**src/rtl/dll_tune_ctrl.sv**
```systemverilog
// -----------------------------------------------------------------------------
// dll_tune_ctrl
// Delay-code tuning controller for the FMDLL loop. After a start request it
// runs a binary (SAR) search on the coarse delay code, then an up/down
// tracking loop on the fine delay code, and declares lock once enough
// qualifying fine samples have been seen. Every code write is followed by a
// settle window during which the phase detector is held in reset.
//
// Optional feature macro: DLL_LOCK_MON_EN
//   When defined, a sample in LOCK that leaves the fine code saturated
//   (0 or all-ones) drops lock and restarts the coarse search.
//
// Ports:
//   clk2        in   single clock, rising edge
//   rst_n       in   asynchronous active-low reset
//   start       in   one-cycle request that starts/restarts tuning
//   up          in   PD decision: delay too small
//   dn          in   PD decision: delay too large
//   hld1        in   freeze the coarse search (only while in COARSE)
//   hld2        in   freeze fine tracking (only while in FINE/LOCK)
//   coarse_code out  coarse delay code [CW-1:0]
//   fine_code   out  fine delay code [FW-1:0]
//   pd_rst      out  phase-detector reset, high while the line settles
//   state       out  IDLE=0, COARSE=1, FINE=2, LOCK=3
//   lock        out  loop locked
// -----------------------------------------------------------------------------
module dll_tune_ctrl #(
   parameter int CW       = 4,
   parameter int FW       = 4,
   parameter int SETTLE   = 3,
   parameter int LOCK_CNT = 8
) (
   input  logic          clk2,
   input  logic          rst_n,
   input  logic          start,
   input  logic          up,
   input  logic          dn,
   input  logic          hld1,
   input  logic          hld2,
   output logic [CW-1:0] coarse_code,
   output logic [FW-1:0] fine_code,
   output logic          pd_rst,
   output logic [1:0]    state,
   output logic          lock
);

   localparam int IDX_W    = (CW > 1) ? $clog2(CW) : 1;
   localparam int SETTLE_W = (SETTLE > 0) ? $clog2(SETTLE + 1) : 1;
   localparam int LC_W     = $clog2(LOCK_CNT + 1);

   localparam logic [CW-1:0]       COARSE_INIT = CW'(1) << (CW - 1);
   localparam logic [FW-1:0]       FINE_MID    = FW'(1) << (FW - 1);
   localparam logic [FW-1:0]       FINE_MAX    = {FW{1'b1}};
   localparam logic [IDX_W-1:0]    IDX_TOP     = IDX_W'(CW - 1);
   localparam logic [SETTLE_W-1:0] SETTLE_LD   = SETTLE_W'(SETTLE);
   localparam logic [LC_W-1:0]     LC_TARGET   = LC_W'(LOCK_CNT);

   typedef enum logic [1:0] {
      ST_IDLE   = 2'd0,
      ST_COARSE = 2'd1,
      ST_FINE   = 2'd2,
      ST_LOCK   = 2'd3
   } state_t;

   typedef enum logic [1:0] {
      DIR_NONE = 2'd0,
      DIR_UP   = 2'd1,
      DIR_DN   = 2'd2
   } dir_t;

   state_t              state_reg,    state_next;
   logic [CW-1:0]       coarse_reg,   coarse_next;
   logic [FW-1:0]       fine_reg,     fine_next;
   logic [IDX_W-1:0]    idx_reg,      idx_next;
   logic [SETTLE_W-1:0] settle_reg,   settle_next;
   logic [LC_W-1:0]     lock_cnt_reg, lock_cnt_next;
   dir_t                dir_reg,      dir_next;
   logic                lock_reg,     lock_next;

   dir_t sample_dir;
   logic frozen;
   logic qualify;
   logic restart;

   always_ff @(posedge clk2 or negedge rst_n) begin
      if (!rst_n) begin
         state_reg    <= ST_IDLE;
         coarse_reg   <= '0;
         fine_reg     <= FINE_MID;
         idx_reg      <= IDX_TOP;
         settle_reg   <= '0;
         lock_cnt_reg <= '0;
         dir_reg      <= DIR_NONE;
         lock_reg     <= 1'b0;
      end else begin
         state_reg    <= state_next;
         coarse_reg   <= coarse_next;
         fine_reg     <= fine_next;
         idx_reg      <= idx_next;
         settle_reg   <= settle_next;
         lock_cnt_reg <= lock_cnt_next;
         dir_reg      <= dir_next;
         lock_reg     <= lock_next;
      end
   end

   always_comb begin
      state_next    = state_reg;
      coarse_next   = coarse_reg;
      fine_next     = fine_reg;
      idx_next      = idx_reg;
      settle_next   = settle_reg;
      lock_cnt_next = lock_cnt_reg;
      dir_next      = dir_reg;
      lock_next     = lock_reg;
      restart       = start;
      qualify       = 1'b0;

      // Both or neither asserted is a "no direction" sample.
      sample_dir = DIR_NONE;
      if (up && !dn) begin
         sample_dir = DIR_UP;
      end else if (dn && !up) begin
         sample_dir = DIR_DN;
      end

      // A hold only acts in the phase it belongs to.
      frozen = ((state_reg == ST_COARSE) && hld1) ||
               (((state_reg == ST_FINE) || (state_reg == ST_LOCK)) && hld2);

      if (!start && (state_reg != ST_IDLE) && !frozen) begin
         if (settle_reg != '0) begin
            settle_next = settle_reg - 1'b1;
         end else begin
            // Sample cycle: every sample ends in a new settle window.
            settle_next = SETTLE_LD;
            if (state_reg == ST_COARSE) begin
               // The bit under test is always set; clear it when too long.
               if (sample_dir == DIR_DN) begin
                  coarse_next[idx_reg] = 1'b0;
               end
               if (idx_reg == '0) begin
                  state_next = ST_FINE;
               end else begin
                  idx_next                       = idx_reg - 1'b1;
                  coarse_next[idx_reg - 1'b1]    = 1'b1;
               end
            end else begin
               if ((sample_dir == DIR_UP) && (fine_reg != FINE_MAX)) begin
                  fine_next = fine_reg + 1'b1;
               end else if ((sample_dir == DIR_DN) && (fine_reg != '0)) begin
                  fine_next = fine_reg - 1'b1;
               end

               // Dithering (direction reversals) or no-direction samples mean
               // the loop sits at the edge; a repeat means it is still moving.
               qualify = (sample_dir == DIR_NONE) || (dir_reg == DIR_NONE) ||
                         (sample_dir != dir_reg);
               if (qualify) begin
                  if (lock_cnt_reg != LC_TARGET) begin
                     lock_cnt_next = lock_cnt_reg + 1'b1;
                  end
               end else begin
                  lock_cnt_next = '0;
               end
               if (sample_dir != DIR_NONE) begin
                  dir_next = sample_dir;
               end

               if ((state_reg == ST_FINE) && (lock_cnt_next == LC_TARGET)) begin
                  state_next = ST_LOCK;
                  lock_next  = 1'b1;
               end
`ifdef DLL_LOCK_MON_EN
               if ((state_reg == ST_LOCK) &&
                   ((fine_next == '0) || (fine_next == FINE_MAX))) begin
                  restart = 1'b1;
               end
`endif
            end
         end
      end

      // A restart also forgets the previous direction so the first fine
      // sample of a new search is never counted as a repeat.
      if (restart) begin
         state_next    = ST_COARSE;
         coarse_next   = COARSE_INIT;
         idx_next      = IDX_TOP;
         fine_next     = FINE_MID;
         lock_next     = 1'b0;
         lock_cnt_next = '0;
         dir_next      = DIR_NONE;
         settle_next   = SETTLE_LD;
      end
   end

   assign coarse_code = coarse_reg;
   assign fine_code   = fine_reg;
   assign pd_rst      = (state_reg == ST_IDLE) || (settle_reg != '0);
   assign state       = state_reg;
   assign lock        = lock_reg;

endmodule

```
**config.mk**
```make
export PLATFORM = sky130hd
export DESIGN_NAME = dll_tune_ctrl
export DESIGN_NICKNAME = d
export VERILOG_FILES = /design/src/rtl/dll_tune_ctrl.sv
export SDC_FILE = /design/constraint.sdc
export NUM_CORES = 1
export LEC_CHECK = 0
export CAP_MARGIN = 20
export CELL_PAD_IN_SITES_DETAIL_PLACEMENT = 1
export CELL_PAD_IN_SITES_GLOBAL_PLACEMENT = 2
export CORE_ASPECT_RATIO = 0.8
export CORE_MARGIN = 2
export CORE_UTILIZATION = 33
export DETAILED_ROUTE_END_ITERATION = 6
export PLACE_DENSITY = 0.81
export SLEW_MARGIN = 20
export SYNTH_ARGS = -nofsm -noshare
export SYNTH_HDL_FRONTEND = slang
export SYNTH_SLANG_ARGS = --single-unit
```
**constraint.sdc**
```tcl
create_clock -name clk2 -period 2.2 [get_ports clk2]
set_input_delay 0.44 -clock clk2 [delete_from_list [all_inputs] [get_ports clk2]]
set_output_delay 0.44 -clock clk2 [all_outputs]
set_load 0.005 [all_outputs]
```
[After elaboration in Yosys (flattened, before gate mapping)]
Cells that the tools add are included.
Storage, ports and cells
  memory bits (writable): 0
  flip-flop bits (word level): 21
  input port bits: 7
  bits in read-only memories: 0
  word-level logic and storage cells: 128
  output and inout port bits: 12
  memories: 0
  bits in latches: 0
Operators by class
  muxes and demuxes: 54
  shift operators: 0
  reductions and logical operators: 41
  multiply operators: 0
  bitwise logic cells: 3
  magnitude comparators: 4
  eq/ne operators: 13
  add/subtract/negate cells: 5
  div/mod/pow operators: 0
Operator list (number)
  $mux W4: 24
  $mux W2: 21
  $reduce_and A4 Y1: 5
  $reduce_bool A2 Y1: 7
  $logic_and A1 B1 Y1: 11
  $add A4 B1 Y4 const B: 2
  $logic_not A2 Y1: 4
  $ne A4 B4 Y1 const B: 2
  $mux W1: 7
  $eq A2 B2 Y1 const B: 3
  $lt A2 B3 Y1 const B: 2
  $ne A2 B2 Y1 const B: 3
  $reduce_and A3 Y1: 2
  $reduce_bool A3 Y1: 2
  $logic_or A1 B1 Y1: 5
  $and A4 B4 Y4: 1
  $demux W1 S2: 2
  $eq A2 B1 Y1 const B: 2
  $eq A4 B4 Y1 const B: 1
  $ge A2 B1 Y1 const B: 2
  $logic_not A1 Y1: 4
  $not A4 Y4: 1
  $or A4 B4 Y4: 1
  $reduce_bool A4 Y1: 1
  other kinds (4): 5

[Logic depth before layout (Yosys ltp)]
Gate-level depths: netlist of the first run.
  depth in word-level cells: 18
  gate-level depth with buffers: 10
  depth with buffers taken out: 9

[Least setup slack after synthesis of the first run]
OpenSTA, ideal clock, no wires.
  path type: register -> register
  start point: register fine_reg[3] (netlist: fine_code[3])
  end point: register fine_reg[3] (netlist: fine_code[3])
  stages on the path, launching flop included: 9
  arrival time: 1890 ps
  buffers on the path: 0
  library setup time: 84 ps
  clock period less this slack: 1974 ps
  path slack: 226 ps
  required time: 2116 ps
  cell sequence: dfstp_2 -> nand4_1 -> nand2_1 -> ha_1 -> a21o_1 -> a21oi_1 -> and3_1 -> o21ai_1 -> o2111ai_1
On the way
  longest elaborated chain between the ends: 7
  elaborated cells between the ends (all ways): 14
  classes of those cells: add/sub (2); eq/ne (1); mux (6); reduce/logical (5)
Ends and longest elaborated chain
  start, declared: line 73  | logic [FW-1:0] fine_reg, fine_next;
  start signal, assigned: line 98  | fine_reg <= fine_next;
  $sub A4 B1 Y4 or $ne A4 B4 Y1 (tied branches): line 152, 149
  $mux W4 or $logic_and A1 B1 Y1 (tied branches): line 151, 149
  $mux W4: line 149  | if ((sample_dir == DIR_UP) && (fine_reg != FINE_MAX)) begin
  $mux W4: line 137  | if (state_reg == ST_COARSE) begin
  $mux W4: line 132  | if (settle_reg != '0) begin
  $mux W4: line 131  | if (!start && (state_reg != ST_IDLE) && !frozen) begin
  $mux W4: line 186  | if (restart) begin
Several ways; a longest one is shown, not always the timed one. The select of a mux whose other input is x is not followed.
A chain may end at the register's enable or synchronous reset.

[Worst setup path after layout of the first run]
  start point: input dn
  end point: register fine_reg[2] (netlist: fine_code[2])
On the way
  longest elaborated chain between the ends: 10
  elaborated cells between the ends (all ways): 16
  classes of those cells: eq/ne (2); mux (7); reduce/logical (7)
Ends and longest elaborated chain
  start, declared: line 37  | input logic dn,
  $logic_and A1 B1 Y1 or $logic_not A1 Y1 (tied branches): line 123, 121
  $mux W2 or $logic_and A1 B1 Y1 (tied branches): line 123, 121
  $mux W2 (*): line 121  | if (up && !dn) begin
  $eq A2 B1 Y1: line 149
  $logic_and A1 B1 Y1: line 149
  $mux W4: line 149
  $mux W4: line 137
  $mux W4: line 132
  $mux W4: line 131
  $mux W4: line 186
Every way passes the cells marked *; elsewhere a longest branch is shown, timed or not. The select of a mux whose other input is x is not followed.

==> impl_metrics.json, run 1 <==
{
  "skew_ns": 0.00124,
  "ioPinCount": 19,
  "synth_area_per_cell_um2": 9.32,
  "p_int_mw": 0.557,
  "tightest_slew_ns": 0.435,
  "period_share": 0.947,
  "async_reset_ff_frac": 1.00,
  "via_per_inst": 5.20,
  "clkSinkCount": 21,
  "r2r_slack_ns": 0.27,
  "clockBufferDepth": 2,
  "ant_nets": 0,
  "power_frac_seq": 0.545,
  "reg2reg_depth": 9,
  "slew_violations": 0,
  "p_clk_frac": 0.341,
  "p_sw_mw": 0.167,
  "cts_tree": "done",
  "setup_viol": 0,
  "postCtsSetupBuffers": 0,
  "fillers": 444,
  "busiest_layer": "met2",
  "wl_per_cell_um": 14.4,
  "htreeDepth": 1,
  "dieArea_um2": 4650,
  "max_cap_violations": 0,
  "ys_types": 47,
  "drc": 0,
  "cp_data_arrival_time_ns": 2.22,
  "cts_resized": 0,
  "peakVddDrop_uv": 243,
  "globalRouteMet3Util": 0.0229,
  "place.gp.congestion": 0.795,
  "clk_latency_ns": 0.25,
  "cp_slowest_cell": "clkdlybuf4s50_1",
  "fin_nets": 194,
  "instances_no_fill": 229,
  "core_area_um2": 3880,
  "min_from": "coarse_code[3]",
  "rr_startpoint": "fine_code[3]",
  "dp_slack_ns": -0.233,
  "rsz0062_at_grt": "no",
  "fmaxAchievable_mhz": 480,
  "outcome": "completed",
  "synth_sequential_area_ratio": 0.389,
  "ctsRootBufferMaster": "clkbuf_8",
  "hold_depth": 2,
  "gr-total-overflow": 0,
  "crit_family": "buffers and inverters",
  "die_x_um": 75.8,
  "critical_path.cell_chain": "clkdlybuf4s50_1 > inv_1 > ha_1 > nand2_1 > buf_4 > inv_1 > fa_1 > xor2_1 > nor2_1 > a21oi_1 > nor2_1",
  "num_rows": 20,
  "hold_viol": 0,
  "crit_required_ns": 2.33,
  "critPathKind": "primary input to flop",
  "min_to": "coarse_code[3]",
  "chipHeight_um": 61.4,
  "power.density_nw_per_um2": 420,
  "p_sw_frac": 0.230,
  "drive_above_1_share": 0.144,
  "grt_max_degree": 22,
  "detailed_place_hpwl_mm": 2.58,
  "synth_area_um2": 1360,
  "totalWireLength_mm": 3.29,
  "synth_cells": 146,
  "dp_cells": 225,
  "path_clk_slew_ns": 0.07,
  "antenna_found_initial": 0,
  "hold_buffers": 0,
  "ys_ff_latch": 21,
  "hold_class": "flop to flop",
  "yosys_warnings": 0,
  "rr_endpoint": "fine_code[2]",
  "cts_made_buffers": 3,
  "initial_core_util": 0.351,
  "grtUsageMet2": 0.268,
  "slowest_delay_ns": 0.49,
  "p_leak_nw": 0.778,
  "synth.net_count": 165,
  "ys.flop_type": "dfrtp_1",
  "combPwrFrac": 0.114,
  "port_buffers": 18,
  "tns_ns": 0,
  "antenna_cells": 0,
  "cp-start-kind": "primary input",
  "grt_pass1_vias": 1219,
  "drtIter0Drc": 21,
  "grt_use_total": 0.157,
  "grtUsageMet1": 0.204,
  "num_vias": 1191,
  "firstDrtPassIters": 4,
  "syn2layout_area_growth_pct": 26.7,
  "crit_path_end_kind": "flop",
  "path_buf_inv": 4,
  "critPathMaxFanout": 2,
  "grt_first_pass_wirelength_mm": 5.52,
  "synth-edff-count": 0,
  "finalCriticalPeriod_ns": 2.08,
  "relSlewSlack": 0.709,
  "setup_slack_ns": 0.117
}
## power by group through the flow
stage               logic (mW)  clock network (mW)  registers, mW
detailed placement      0.0826                   0          0.402
floorplan               0.0376                   0          0.401
finish                  0.0827               0.247          0.395
CTS                     0.0831               0.259          0.395
global placement        0.0784                   0          0.402
global route            0.0918               0.272          0.395
## worst max path at each step
stage	startpoint	to	slack (ns)	depth (start not counted)
after detailed placement	dn	fine_code[3]	-0.23	10
final	dn	fine_code[2]	0.12	11
after CTS	dn	fine_code[3]	0.03	10
after global routing	dn	fine_code[2]	0.0007	11
after floorplan	fine_code[3]	fine_code[3]	0.23	8
after global placement	dn	fine_code[3]	-0.14	10
## cells by family (layout without fill, tap and decap cells)
group | count (synthesis) | after routing | share of synthesized area
mux | 2 | 2 | 0.0184
simple gates | 48 | 48 | 0.182
xor+xnor | 6 | 6 | 0.0386
compound gates | 40 | 40 | 0.204
flops | 21 | 21 | 0.389
fa+ha+maj | 12 | 12 | 0.116
buf+inv | 17 | 45 | 0.0515
## cells in the final DEF (no fill, tap or decap), types with 3 or more instances in the layout
cell type and count:
dfrtp_1 18, clkdlybuf4s50_1 18, nor2_1 14, inv_1 13
nand2_1 13, a21oi_1 11, ha_1 11, buf_4 10
o21ai_0 8, nand3_1 5, xnor2_1 4, a21o_1 3
clkbuf_8 3, dfstp_2 3
## through the flow
stage	instance area (µm²)	power, mW	hold WS [ns]	util
4_1_cts	1710	0.736	0.492	0.440
5_1_grt	1720	0.760	0.533	0.444
3_5_place_dp	1660	0.485	0.475	0.429
6_report	1720	0.724	0.481	0.444
2_1_floorplan	1360	0.439	0.144	-
3_3_place_gp	1660	0.480	0.469	0.429
## cells in the mapped netlist (2+ instances only)
library cell,instances,area share
buf_2,2,0.0074
o21ai_0,8,0.029
ha_1,11,0.10
xnor2_1,4,0.026
a21oi_1,12,0.044
nand2b_1,2,0.0092
nor3_1,2,0.0074
dfrtp_1,18,0.33
a22o_1,2,0.013
nor2_1,14,0.039
o21ai_1,2,0.0074
nand3_1,5,0.018
inv_1,13,0.036
dfstp_2,3,0.058
a21o_1,3,0.017
xor2_1,2,0.013
nand2_1,13,0.036
## worst min-delay path: cells and delay by family, from the launching register on
family        cells  cell delay, ns
flops             1            0.35
simple gates      2            0.10
## metal layers
layer | wire, µm | share of wire | vias up
met2 | 1550 | 0.47 | 20
met4 | 42 | 0.013 | 0
met1 | 1590 | 0.48 | 597
li1 | - | - | 568
met3 | 109 | 0.033 | 6
met5 | 0 | 0 | -
## final cells by class
| type | count | area [µm²] | area share |
|---|---|---|---|
| tap | 55 | 68.8 | 0.0399 |
| sequential | 21 | 529 | 0.307 |
| timing repair buffer | 28 | 255 | 0.148 |
| multi-input combinational | 108 | 776 | 0.450 |
| clock buffer | 4 | 45.0 | 0.0261 |
| inverter | 13 | 48.8 | 0.0283 |
(Power assumes the default switching activity.)
==> inputs of run 2 (changes only) <==
--- a/config.mk
+++ b/config.mk
@@ -12,6 +12,7 @@
 export CORE_MARGIN = 2
 export CORE_UTILIZATION = 33
 export DETAILED_ROUTE_END_ITERATION = 6
+export MAX_ROUTING_LAYER = met4
 export PLACE_DENSITY = 0.81
 export SLEW_MARGIN = 20
 export SYNTH_ARGS = -nofsm -noshare
==> impl_metrics.json, run 2 (same netlist as run 1, synthesis figures left out) <==
{
  "cp_data_arrival_time_ns": 2.22,
  "syn2layout_area_growth_pct": 26.7,
  "detailed_place_hpwl_mm": 2.58,
  "ctsRootBufferMaster": "clkbuf_8",
  "hold_class": "flop to flop",
  "slew_violations": 0,
  "ant_nets": 0,
  "via_per_inst": 5.16,
  "totalWireLength_mm": 3.30,
  "tightest_slew_ns": 0.436,
  "outcome": "completed",
  "clkSinkCount": 21,
  "period_share": 0.947,
  "p_leak_nw": 0.778,
  "critPathKind": "primary input to flop",
  "initial_core_util": 0.351,
  "tns_ns": 0,
  "grt_use_total": 0.163,
  "max_cap_violations": 0,
  "cts_made_buffers": 3,
  "wl_per_cell_um": 14.4,
  "hold_viol": 0,
  "dieArea_um2": 4650,
  "relSlewSlack": 0.708,
  "chipHeight_um": 61.4,
  "port_buffers": 18,
  "fin_nets": 194,
  "dp_slack_ns": -0.233,
  "drtIter0Drc": 22,
  "antenna_found_initial": 0,
  "grt_max_degree": 22,
  "crit_path_end_kind": "flop",
  "die_x_um": 75.8,
  "setup_slack_ns": 0.117,
  "place.gp.congestion": 0.806,
  "critPathMaxFanout": 2,
  "setup_viol": 0,
  "ioPinCount": 19,
  "antenna_cells": 0,
  "gr-total-overflow": 0,
  "core_area_um2": 3880,
  "finalCriticalPeriod_ns": 2.08,
  "drive_above_1_share": 0.144,
  "htreeDepth": 1,
  "skew_ns": 0.00147,
  "drc": 0,
  "cts_tree": "done",
  "crit_required_ns": 2.33,
  "rsz0062_at_grt": "no",
  "num_vias": 1181,
  "peakVddDrop_uv": 244,
  "clockBufferDepth": 2,
  "hold_buffers": 0,
  "firstDrtPassIters": 4,
  "grt_first_pass_wirelength_mm": 5.53,
  "grt_pass1_vias": 1218,
  "fmaxAchievable_mhz": 480,
  "power.density_nw_per_um2": 421,
  "clk_latency_ns": 0.25,
  "path_clk_slew_ns": 0.07,
  "num_rows": 20,
  "final_cell_mix": "dfrtp_1, clkdlybuf4s50_1, nor2_1, inv_1, nand2_1",
  "cp-start-kind": "primary input"
}
## run 2: area by class of cell
| class | count | area [µm²] |
|---|---|---|
| Timing Repair Buffer | 28 | 255 |
| Multi-Input combinational cell | 108 | 776 |
| Sequential cell | 21 | 529 |
| Clock buffer | 4 | 45.0 |
| Inverter | 13 | 48.8 |
| Tap cell | 55 | 68.8 |
| Fill cell | 444 | 2160 |
## run 2: critical path: stages
cell             delay, ns
clkdlybuf4s50_1       0.49
inv_1                 0.05
ha_1                  0.18
nand2_1               0.10
buf_4                 0.12
inv_1                 0.04
fa_1                  0.36
xor2_1                0.18
nor2_1                0.05
a21oi_1               0.14
nor2_1                0.05
## run 2: stage by stage
step / std cells / utilization / instance area [µm²] / power (mW) / hold WS [ns]
floorplan: 146 / - / 1360 / 0.439 / 0.144
global placement: 225 / 0.429 / 1660 / 0.480 / 0.469
detailed placement: 225 / 0.429 / 1660 / 0.485 / 0.475
CTS: 229 / 0.440 / 1710 / 0.736 / 0.492
global route: 229 / 0.444 / 1720 / 0.760 / 0.533
finish: 229 / 0.444 / 1720 / 0.726 / 0.481
## run 2: path summary, 6_finish.rpt
kind	start	end	slack (ns)	depth (start not counted)
min in group asynchronous	rst_n	coarse_code[1]	0.52	2
max in group asynchronous	rst_n	fine_code[3]	1.40	2
max	dn	fine_code[2]	0.12	11
max reg2reg	fine_code[3]	fine_code[2]	0.27	9
min reg2reg	coarse_code[3]	coarse_code[3]	0.48	2
min	coarse_code[3]	coarse_code[3]	0.48	2
## run 2: routing by layer
| metal | GRT usage | up-vias | share of wire |
|---|---|---|---|
| li1 | - | 567 | - |
| met1 | 0.204 | 590 | 0.49 |
| met2 | 0.268 | 18 | 0.47 |
| met3 | 0.0229 | 6 | 0.027 |
| met4 | 0.0576 | 0 | 0.012 |
| met5 | - | - | 0 |
## run 2: timing repair
item / CTS / global route
setup endpoints to repair: 0 / 3
resized for setup: 0 / 3
setup buffers: 0 / 0
## run 2: power by group
part / switching [mW] / leakage, nW / internal, mW
logic: 0.0454 / 0.491 / 0.0373
registers: 0.00369 / 0.264 / 0.391
clock network: 0.119 / 0.0228 / 0.129
